`src/rtl/pipe_stage_reg_pkg.sv`:
```
// Shared widths and payload types for the inter-stage pipeline register.
package pipe_stage_reg_pkg;

  typedef struct packed {
    logic       mem_write;
    logic       mem_read;
    logic       reg_write;
    logic       setflags;
    logic [1:0] mem2reg;
  } ex_mem_ctrl_t;

  localparam int unsigned CTRL_W_DEF = $bits(ex_mem_ctrl_t);
  localparam int unsigned DATA_W_DEF = 64;
  localparam int unsigned N_DATA_DEF = 4;
  localparam int unsigned RD_W_DEF   = 5;
  localparam int unsigned STAGES_DEF = 1;
  localparam int unsigned CNT_W_DEF  = 16;

  // XZR index: a bubble's rd never matches a forwarding or hazard compare.
  localparam logic [RD_W_DEF-1:0] RD_XZR = '1;

endpackage

```
`src/rtl/pipe_stage_reg_if.sv`:
```
// Instruction payload moving between pipeline stages: valid, control, rd and data lanes.
interface pipe_stage_reg_if
  import pipe_stage_reg_pkg::*;
#(
  parameter int unsigned CTRL_W = CTRL_W_DEF,
  parameter int unsigned RD_W   = RD_W_DEF,
  parameter int unsigned DATA_W = DATA_W_DEF,
  parameter int unsigned N_DATA = N_DATA_DEF
) ();

  logic                     valid;
  logic [CTRL_W-1:0]        ctrl;
  logic [RD_W-1:0]          rd;
  logic [N_DATA*DATA_W-1:0] data;

  modport master (output valid, ctrl, rd, data);
  modport slave  (input  valid, ctrl, rd, data);

endinterface

```
`src/rtl/pipe_stage_reg_slice.sv`:
```
// One pipeline slice: load, hold or collapse to a bubble; data is kept through bubbles.
module pipe_stage_reg_slice
  import pipe_stage_reg_pkg::*;
#(
  parameter int unsigned CTRL_W = CTRL_W_DEF,
  parameter int unsigned RD_W   = RD_W_DEF,
  parameter int unsigned DW     = DATA_W_DEF * N_DATA_DEF
) (
  input  logic              clk,
  input  logic              rst_n,
  input  logic              hold_i,
  input  logic              bubble_i,
  input  logic              valid_i,
  input  logic [CTRL_W-1:0] ctrl_i,
  input  logic [RD_W-1:0]   rd_i,
  input  logic [DW-1:0]     data_i,
  output logic              valid_o,
  output logic [CTRL_W-1:0] ctrl_o,
  output logic [RD_W-1:0]   rd_o,
  output logic [DW-1:0]     data_o
);

  logic              valid_q, valid_d;
  logic [CTRL_W-1:0] ctrl_q,  ctrl_d;
  logic [RD_W-1:0]   rd_q,    rd_d;
  logic [DW-1:0]     data_q,  data_d;

  // Bubble beats hold; an invalid input still brings its data along.
  always_comb begin
    valid_d = valid_q;
    ctrl_d  = ctrl_q;
    rd_d    = rd_q;
    data_d  = data_q;
    if (bubble_i) begin
      valid_d = 1'b0;
      ctrl_d  = '0;
      rd_d    = '1;
    end else if (!hold_i) begin
      data_d = data_i;
      if (valid_i) begin
        valid_d = 1'b1;
        ctrl_d  = ctrl_i;
        rd_d    = rd_i;
      end else begin
        valid_d = 1'b0;
        ctrl_d  = '0;
        rd_d    = '1;
      end
    end
  end

  always_ff @(posedge clk or negedge rst_n) begin
    if (!rst_n) begin
      valid_q <= 1'b0;
      ctrl_q  <= '0;
      rd_q    <= '1;
      data_q  <= '0;
    end else begin
      valid_q <= valid_d;
      ctrl_q  <= ctrl_d;
      rd_q    <= rd_d;
      data_q  <= data_d;
    end
  end

  assign valid_o = valid_q;
  assign ctrl_o  = ctrl_q;
  assign rd_o    = rd_q;
  assign data_o  = data_q;

endmodule

```
`src/rtl/pipe_stage_reg.sv`:
```
// Inter-stage pipeline register: STAGES chained slices with stall/flush and a saturating squash counter.
module pipe_stage_reg
  import pipe_stage_reg_pkg::*;
#(
  parameter int unsigned CTRL_W = CTRL_W_DEF,
  parameter int unsigned DATA_W = DATA_W_DEF,
  parameter int unsigned N_DATA = N_DATA_DEF,
  parameter int unsigned RD_W   = RD_W_DEF,
  parameter int unsigned STAGES = STAGES_DEF,
  parameter int unsigned CNT_W  = CNT_W_DEF
) (
  input  logic             clk,
  input  logic             reset,
  input  logic             stall,
  input  logic             flush,
  pipe_stage_reg_if.slave  in_if,
  pipe_stage_reg_if.master out_if,
  output logic [CNT_W-1:0] squash_cnt
);

  localparam int unsigned DW    = N_DATA * DATA_W;
  localparam int unsigned POP_W = $clog2(STAGES + 1);
  localparam int unsigned SUM_W = ((CNT_W > POP_W) ? CNT_W : POP_W) + 1;
  localparam logic [CNT_W-1:0] CNT_MAX = '1;

  if (STAGES < 1) begin : g_bad_stages
    $error("pipe_stage_reg: STAGES must be >= 1");
  end

  logic [STAGES-1:0]             v_q;
  logic [STAGES-1:0][CTRL_W-1:0] c_q;
  logic [STAGES-1:0][RD_W-1:0]   r_q;
  logic [STAGES-1:0][DW-1:0]     d_q;

  for (genvar g = 0; g < STAGES; g++) begin : g_slice
    logic              v_src;
    logic [CTRL_W-1:0] c_src;
    logic [RD_W-1:0]   r_src;
    logic [DW-1:0]     d_src;

    if (g == 0) begin : g_head
      assign v_src = in_if.valid;
      assign c_src = in_if.ctrl;
      assign r_src = in_if.rd;
      assign d_src = in_if.data;
    end else begin : g_link
      assign v_src = v_q[g-1];
      assign c_src = c_q[g-1];
      assign r_src = r_q[g-1];
      assign d_src = d_q[g-1];
    end

    pipe_stage_reg_slice #(
      .CTRL_W(CTRL_W),
      .RD_W  (RD_W),
      .DW    (DW)
    ) u_slice (
      .clk     (clk),
      .rst_n   (reset),
      .hold_i  (stall),
      .bubble_i(flush),
      .valid_i (v_src),
      .ctrl_i  (c_src),
      .rd_i    (r_src),
      .data_i  (d_src),
      .valid_o (v_q[g]),
      .ctrl_o  (c_q[g]),
      .rd_o    (r_q[g]),
      .data_o  (d_q[g])
    );
  end

  logic [POP_W-1:0] pop_c;
  logic [SUM_W-1:0] sum_c;
  logic [CNT_W-1:0] cnt_q, cnt_d;

  // Number of live instructions a flush on this edge would destroy.
  always_comb begin
    pop_c = '0;
    for (int unsigned i = 0; i < STAGES; i++) begin
      pop_c = pop_c + POP_W'(v_q[i]);
    end
  end

  always_comb begin
    sum_c = SUM_W'(cnt_q) + SUM_W'(pop_c);
    cnt_d = cnt_q;
    if (flush) begin
      cnt_d = (sum_c > SUM_W'(CNT_MAX)) ? CNT_MAX : CNT_W'(sum_c);
    end
  end

  always_ff @(posedge clk or negedge reset) begin
    if (!reset) begin
      cnt_q <= '0;
    end else begin
      cnt_q <= cnt_d;
    end
  end

  assign out_if.valid = v_q[STAGES-1];
  assign out_if.ctrl  = c_q[STAGES-1];
  assign out_if.rd    = r_q[STAGES-1];
  assign out_if.data  = d_q[STAGES-1];
  assign squash_cnt   = cnt_q;

endmodule

```
`src/flat_wrapper.sv`:
```
// flat-port wrapper written by rule: the top's interface ports become plain ports
module pipe_stage_reg_flat import pipe_stage_reg_pkg::*;
#(
  parameter int unsigned CTRL_W = CTRL_W_DEF,
  parameter int unsigned DATA_W = DATA_W_DEF,
  parameter int unsigned N_DATA = N_DATA_DEF,
  parameter int unsigned RD_W   = RD_W_DEF,
  parameter int unsigned STAGES = STAGES_DEF,
  parameter int unsigned CNT_W  = CNT_W_DEF
)
  (clk, reset, stall, flush, squash_cnt, in_if_valid, in_if_ctrl, in_if_rd, in_if_data, out_if_valid, out_if_ctrl, out_if_rd, out_if_data);
  pipe_stage_reg_if #(.CTRL_W(CTRL_W), .RD_W(RD_W), .DATA_W(DATA_W), .N_DATA(N_DATA)) in_if_i ();
  pipe_stage_reg_if #(.CTRL_W(CTRL_W), .RD_W(RD_W), .DATA_W(DATA_W), .N_DATA(N_DATA)) out_if_i ();
  input  logic clk;
  input  logic reset;
  input  logic stall;
  input  logic flush;
  output logic [CNT_W-1:0] squash_cnt;
  input wire logic [$bits(in_if_i.valid)-1:0] in_if_valid;
  input wire logic [$bits(in_if_i.ctrl)-1:0] in_if_ctrl;
  input wire logic [$bits(in_if_i.rd)-1:0] in_if_rd;
  input wire logic [$bits(in_if_i.data)-1:0] in_if_data;
  output wire logic [$bits(out_if_i.valid)-1:0] out_if_valid;
  output wire logic [$bits(out_if_i.ctrl)-1:0] out_if_ctrl;
  output wire logic [$bits(out_if_i.rd)-1:0] out_if_rd;
  output wire logic [$bits(out_if_i.data)-1:0] out_if_data;
  assign in_if_i.valid = in_if_valid;
  assign in_if_i.ctrl = in_if_ctrl;
  assign in_if_i.rd = in_if_rd;
  assign in_if_i.data = in_if_data;
  assign out_if_valid = out_if_i.valid;
  assign out_if_ctrl = out_if_i.ctrl;
  assign out_if_rd = out_if_i.rd;
  assign out_if_data = out_if_i.data;
  pipe_stage_reg #(.CTRL_W(CTRL_W), .DATA_W(DATA_W), .N_DATA(N_DATA), .RD_W(RD_W), .STAGES(STAGES), .CNT_W(CNT_W)) u_core (.clk(clk), .reset(reset), .stall(stall), .flush(flush), .in_if(in_if_i), .out_if(out_if_i), .squash_cnt(squash_cnt));
endmodule
```
`config.mk`:
```
export PLATFORM = sky130hd
export DESIGN_NAME = pipe_stage_reg_flat
export DESIGN_NICKNAME = d
export VERILOG_FILES = /design/src/rtl/pipe_stage_reg_pkg.sv /design/src/rtl/pipe_stage_reg_if.sv /design/src/rtl/pipe_stage_reg_slice.sv /design/src/rtl/pipe_stage_reg.sv /design/src/flat_wrapper.sv
export SDC_FILE = /design/constraint.sdc
export NUM_CORES = 1
export LEC_CHECK = 0
export CORE_AREA = 3 3 213 215
export CTS_BUF_LIST = sky130_fd_sc_hd__clkbuf_4 sky130_fd_sc_hd__clkbuf_8 sky130_fd_sc_hd__clkbuf_16
export DETAILED_ROUTE_END_ITERATION = 8
export DIE_AREA = 0 0 216 218
export REMOVE_ABC_BUFFERS = 1
export SLEW_MARGIN = 40
export SYNTH_ARGS = -nofsm -noshare
export SYNTH_HDL_FRONTEND = slang
export SYNTH_SLANG_ARGS = --single-unit
```
`constraint.sdc`:
```
create_clock -name clk -period 2.1 [get_ports clk]
set_input_delay 0.42 -clock clk [delete_from_list [all_inputs] [get_ports clk]]
set_output_delay 0.42 -clock clk [all_outputs]
set_load 0.01 [all_outputs]
```
**After elaboration in Yosys (flattened, before gate mapping)**

Cells that the tools add are included.

- Muxes and demuxes: 10
- Equality and inequality tests: 1
- Add/sub/neg operators: 1
- $lt $le $gt $ge: 1
- Bitwise operators: 2
- Reduce and logical (&&, ||, !) cells: 1

Operator list:

| kind | number |
|---|---|
| 2-to-1 mux 6 bit | 3 |
| adder 16 x 1 -> 17 bit | 1 |
| greater-than comparator 17 x 16 -> 1 bit, second input constant | 1 |
| 2-to-1 mux 16 bit | 1 |
| 2-to-1 mux 5 bit | 3 |
| 2-to-1 mux 1 bit | 3 |
| inequality test 2 x 1 -> 1 bit, second input constant | 1 |
| inverter 1 bit | 2 |
| AND reduction 2 bit | 1 |

- Word-level logic and storage cells: 21
- Output and inout bits: 284
- Input port bits: 272
- Register bits: 284

**Longest topological paths before layout**

- Word-level depth: 3
- Gate-level depth with buffers: 6
- Depth with buffers taken out: 5

**By module**

Synthesis repeated with hierarchy kept, for this count alone.

- Cell total of the unflattened synthesis: 659
- Area total of the unflattened synthesis: 10943.0 µm²

By module, submodules not included:

| module | area each (µm²) | times used | sequential area each (µm²) | cells each |
|---|---|---|---|---|
| pipe_stage_reg_slice | 10070.9 | 1 | 6712.7 | 574 |
| pipe_stage_reg | 872.1 | 1 | 400.4 | 85 |

**Worst setup path before layout**

OpenSTA, ideal clock, no wires.

- Path kind: flip-flop to flip-flop
- Start point: register u_core.g_slice[0].u_slice.valid_q
- End point: register u_core.cnt_q[14], in the netlist u_core.squash_cnt[14]
- Setup time: 125 ps
- Required time: 1975 ps
- Buffers on the path: 0
- Slack: 499 ps
- Period minus slack after synthesis: 1601 ps
- Arrival time: 1476 ps
- Cell stages (with the launch flop): 6
- Path through: dfrtp_1 ha_1 nand3_4 nor4_4 nand3_2 mux2_4

- Cells in the longest elaborated chain, start to end: 3

RTL lines:

| what | RTL line | RTL |
|---|---|---|
| start, declared | pipe_stage_reg_slice.sv:23 | `logic valid_q, valid_d;` |
| start signal, assigned | pipe_stage_reg_slice.sv:59 | `valid_q <= valid_d;` |
| adder 16 x 1 -> 17 bit (*) | pipe_stage_reg.sv:86 | `sum_c = SUM_W'(cnt_q) + SUM_W'(pop_c);` |
| greater-than comparator 17 x 16 -> 1 bit | pipe_stage_reg.sv:89 | `cnt_d = (sum_c > SUM_W'(CNT_MAX)) ? CNT_MAX : CNT_W'(sum_c);` |
| 2-to-1 mux 16 bit (*) | pipe_stage_reg.sv:89 |  |
| end signal, assigned | pipe_stage_reg.sv:97 | `cnt_q <= cnt_d;` |
| end, declared | pipe_stage_reg.sv:75 | `logic [CNT_W-1:0] cnt_q, cnt_d;` |

Every way passes the cells marked *; elsewhere a longest branch is shown, timed or not.
A chain may end at the register's enable or synchronous reset.

**Worst setup path in the final report**

- Start point: register u_core.g_slice[0].u_slice.rd_q[4]
- End point: output port out_if_rd[4]

RTL lines:

| what | RTL line | RTL |
|---|---|---|
| start, declared | pipe_stage_reg_slice.sv:25 | `logic [RD_W-1:0] rd_q, rd_d;` |
| start signal, assigned | pipe_stage_reg_slice.sv:61 | `rd_q <= rd_d;` |
| end, declared | flat_wrapper.sv:25 | `output wire logic [$bits(out_if_i.rd)-1:0] out_if_rd;` |

No word-level cell between the ends.

==> results.cfg <==
[timing]
worst_slew_pin_slew_ps = 521
finalSetupViolCount = 0
fin_ws_ps = 80.8
hold-worst-slack_ps = 456
finalCritPeriodShare = 0.962
skew_ps = 12.0
fin_crit_ps = 2020
maxSlewViolCount = 0
finalHoldViolations = 0
grt_setup_unrepaired = no
finalSetupTns_ps = 0
relSlewSlack = 0.653
fmax_mhz = 495

[routing]
final_antenna_net_count = 0
firstDrtPassIters = 4
drc = 0
viasPerCell = 4.17
wl_um = 35200
post_drt_wl_per_cell_um = 18.6
vias = 7894
drtIter0Drc = 242

[placed_design]
dp.cells = 1831
port_buffers = 555
dpl-instance-area_sq_mm = 0.0174
hpwl_um = 27200
gp_congestion = 0.788
place_ws_ps = -68.4

[floorplan]
die_area_sq_mm = 0.0471
die_w_um = 216
ios = 556
fp-row-count = 77
die_y_um = 218
core_sq_mm = 0.0439
initial_core_util = 0.247

[final_layout]
n_fill_cell = 4113
post-route-util = 0.424
syn_to_final_growth_pct = 72.0
drive_gt1_frac = 0.291
layout.nets = 1552
fin_area_sq_mm = 0.0186
stdcell_count = 1894

[critical_path]
r2r_setup_slack_ps = 420
cpMaxStageDelayCell = clkdlybuf4s50_1
r2r_cells = 5
crit_buf_inv = 1
critical_path_class = reg -> out
cp-start-kind = flop
cp_max_fo = 2
cp.required_ps = 1680
worstPathCellList = clkdlybuf4s50_1
arrival_ps = 1600
critical-path-top-delay-family = buffers and inverters
end_kind = output pin
crit-reg2reg-launch = u_core.g_slice[0].u_slice.valid_o
cpPeakStageDelay_ps = 560
r2r-end = u_core.squash_cnt[14]

[power_and_ir_drop]
swShare = 0.246
power_frac_comb = 0.228
pwr-share-seq = 0.403
peakVddDrop_mv = 0.537
p_int_mw = 12.6
p_sw_mw = 4.10
clkPwrFrac = 0.369
p_leak_nw = 7.62
power_density_mw_per_mm2 = 894
power_mw = 16.7

[logic_synthesis]
synth_seq_cells = 284
synth_top_cell_by_area = dfrtp_1
netlist_area_sq_mm = 0.0108
synthTopCellsByArea = dfrtp_1, mux2_2, buf_2, dfstp_2, nand2_1
postSynthCellCount = 678
synthDistinctLibCells = 34
synth_top_area_frac = 0.645
yosys_warnings = 0
avgSynthCellArea_sq_um = 16.0
ys_seq_area_frac = 0.657

[global_routing]
met3_usage = 0.0539
grtUsageMet2 = 0.258
grt_max_degree = 56
met1_usage = 0.157
grt_antenna_before_repair = 1
grt_busiest_layer = met2
grt_pass1_vias = 8727
grt_first_pass_wirelength_um = 52800
grt_overflow = 0
grtUsageTotal = 0.145

[clock_tree]
clk_latency_ps = 520
cts_made_buffers = 36
h-tree-depth = 2
clkTransAtPathRegs_ps = 50
cts_buffer_depth = 3
post_cts_buffers = 0
root_buffer = clkbuf_16
cts_sinks = 284
cts_tree = done

[run]
drv_cap = 0

[min_path]
hp-class = in -> async

[run_status]
outcome = finished, final reports clean
[Yosys cell counts]
master,count
and3_1,9
o22ai_1,1
nand2b_1,1
o21ai_2,1
clkbuf_1,4
buf_1,1
buf_2,28
nand3b_1,1
nor3_1,2
o21a_1,1
nand3_1,3
dfstp_2,5
ha_1,2
mux2_4,1
o21bai_1,4
nor4_1,2
nor2_1,16
inv_1,4
nand3_2,2
mux2_2,257
o21ai_0,2
xor2_1,1
a31oi_1,1
mux2i_1,2
nor3b_1,4
nand2_1,17
a21oi_1,9
nor4_2,2
dfrtp_1,279
nand4_1,5
xnor2_1,7
nand3_4,2
buf_6,1
nor4_4,1
[area by class of cell]
class,count,area [sq um],area share
clock buffers,54,1100,0.0592
well taps,592,741,0.0398
diodes,1,2.50,0.000134
multi-input cells,356,3540,0.190
clock inverters,7,93.8,0.00504
repair buffers,596,6020,0.323
flip-flops and latches,284,7120,0.382
inverters,4,15.0,0.000806
[cell usage in the layout (no fill, tap or decap), types with 2 or more instances in the layout]
cell type and instances:
clkdlybuf4s50_1 553, dfrtp_1 275, mux2_2 257, clkbuf_16 37
buf_4 28, nand2_1 17, nor2_1 15, buf_12 12
a21oi_1 9, and3_1 9, clkbuf_4 9, clkbuf_8 8
xnor2_1 7, nand4_1 5, dfstp_2 5, inv_1 4
nor3b_1 4, o21bai_1 4, dfrtp_2 4, nand3_1 3
nand3_4 2, nand3_2 2, nor4_2 2, nor4_1 2
nor3_1 2, o21ai_0 2, mux2i_1 2, ha_1 2
clkinv_2 2, bufinv_16 2, clkinvlp_4 2
[how the worst max path moves through the flow]
stage / cells after the start / startpoint / slack (ps) / to
global route: 1 / u_core.squash_cnt[14] / 10 / squash_cnt[14]
floorplan: 2 / stall / -10310 / u_core.g_slice[0].u_slice.data_o[0]
CTS: 1 / u_core.squash_cnt[1] / 10 / squash_cnt[1]
finish: 1 / u_core.g_slice[0].u_slice.rd_o[4] / 80 / out_if_rd[4]
detailed placement: 5 / flush / -70 / u_core.g_slice[0].u_slice.data_o[229]
global placement: 5 / flush / -60 / u_core.squash_cnt[14]
[flip-flops by register name, indices dropped and copies added (netlist names)]
name                            flops
u_core.g_slice.u_slice.ctrl_o       6
u_core.squash_cnt                  16
u_core.g_slice.u_slice.data_o     256
u_core.g_slice.u_slice.rd_o         5
u_core.g_slice.u_slice.valid_o      1
[metal layers]
metal	wire [um]	vias to the layer above	share of wire
met2	18000	325	0.51
met3	3110	62	0.088
met1	13000	3914	0.37
li1	-	3591	-
met5	13	-	0.00037
met4	1080	2	0.031
[what timing repair did]
item / in CTS / in global routing
endpoints found under the hold margin: 43 / 0
endpoints found under the setup margin: 3 / 2
gates resized for setup: 3 / 2
hold buffers: 1 / 0
[power by group through the flow]
stage / clock network (mW) / registers, mW / logic [mW]
floorplan: 0 / 7.13 / 0.998
global placement: 0 / 6.77 / 3.82
detailed placement: 0 / 6.80 / 3.85
CTS: 6.41 / 6.72 / 3.87
global route: 6.59 / 6.82 / 4.02
finish: 6.15 / 6.71 / 3.79
[cells by family after synthesis]
logic type      share of synthesized area
flops                               0.657
mux                                 0.270
simple gates                       0.0364
buf+inv                            0.0171
compound gates                     0.0105
xor+xnor                          0.00647
fa+ha+maj                         0.00231
No activity file was read; power rests on OpenSTA's default activity.
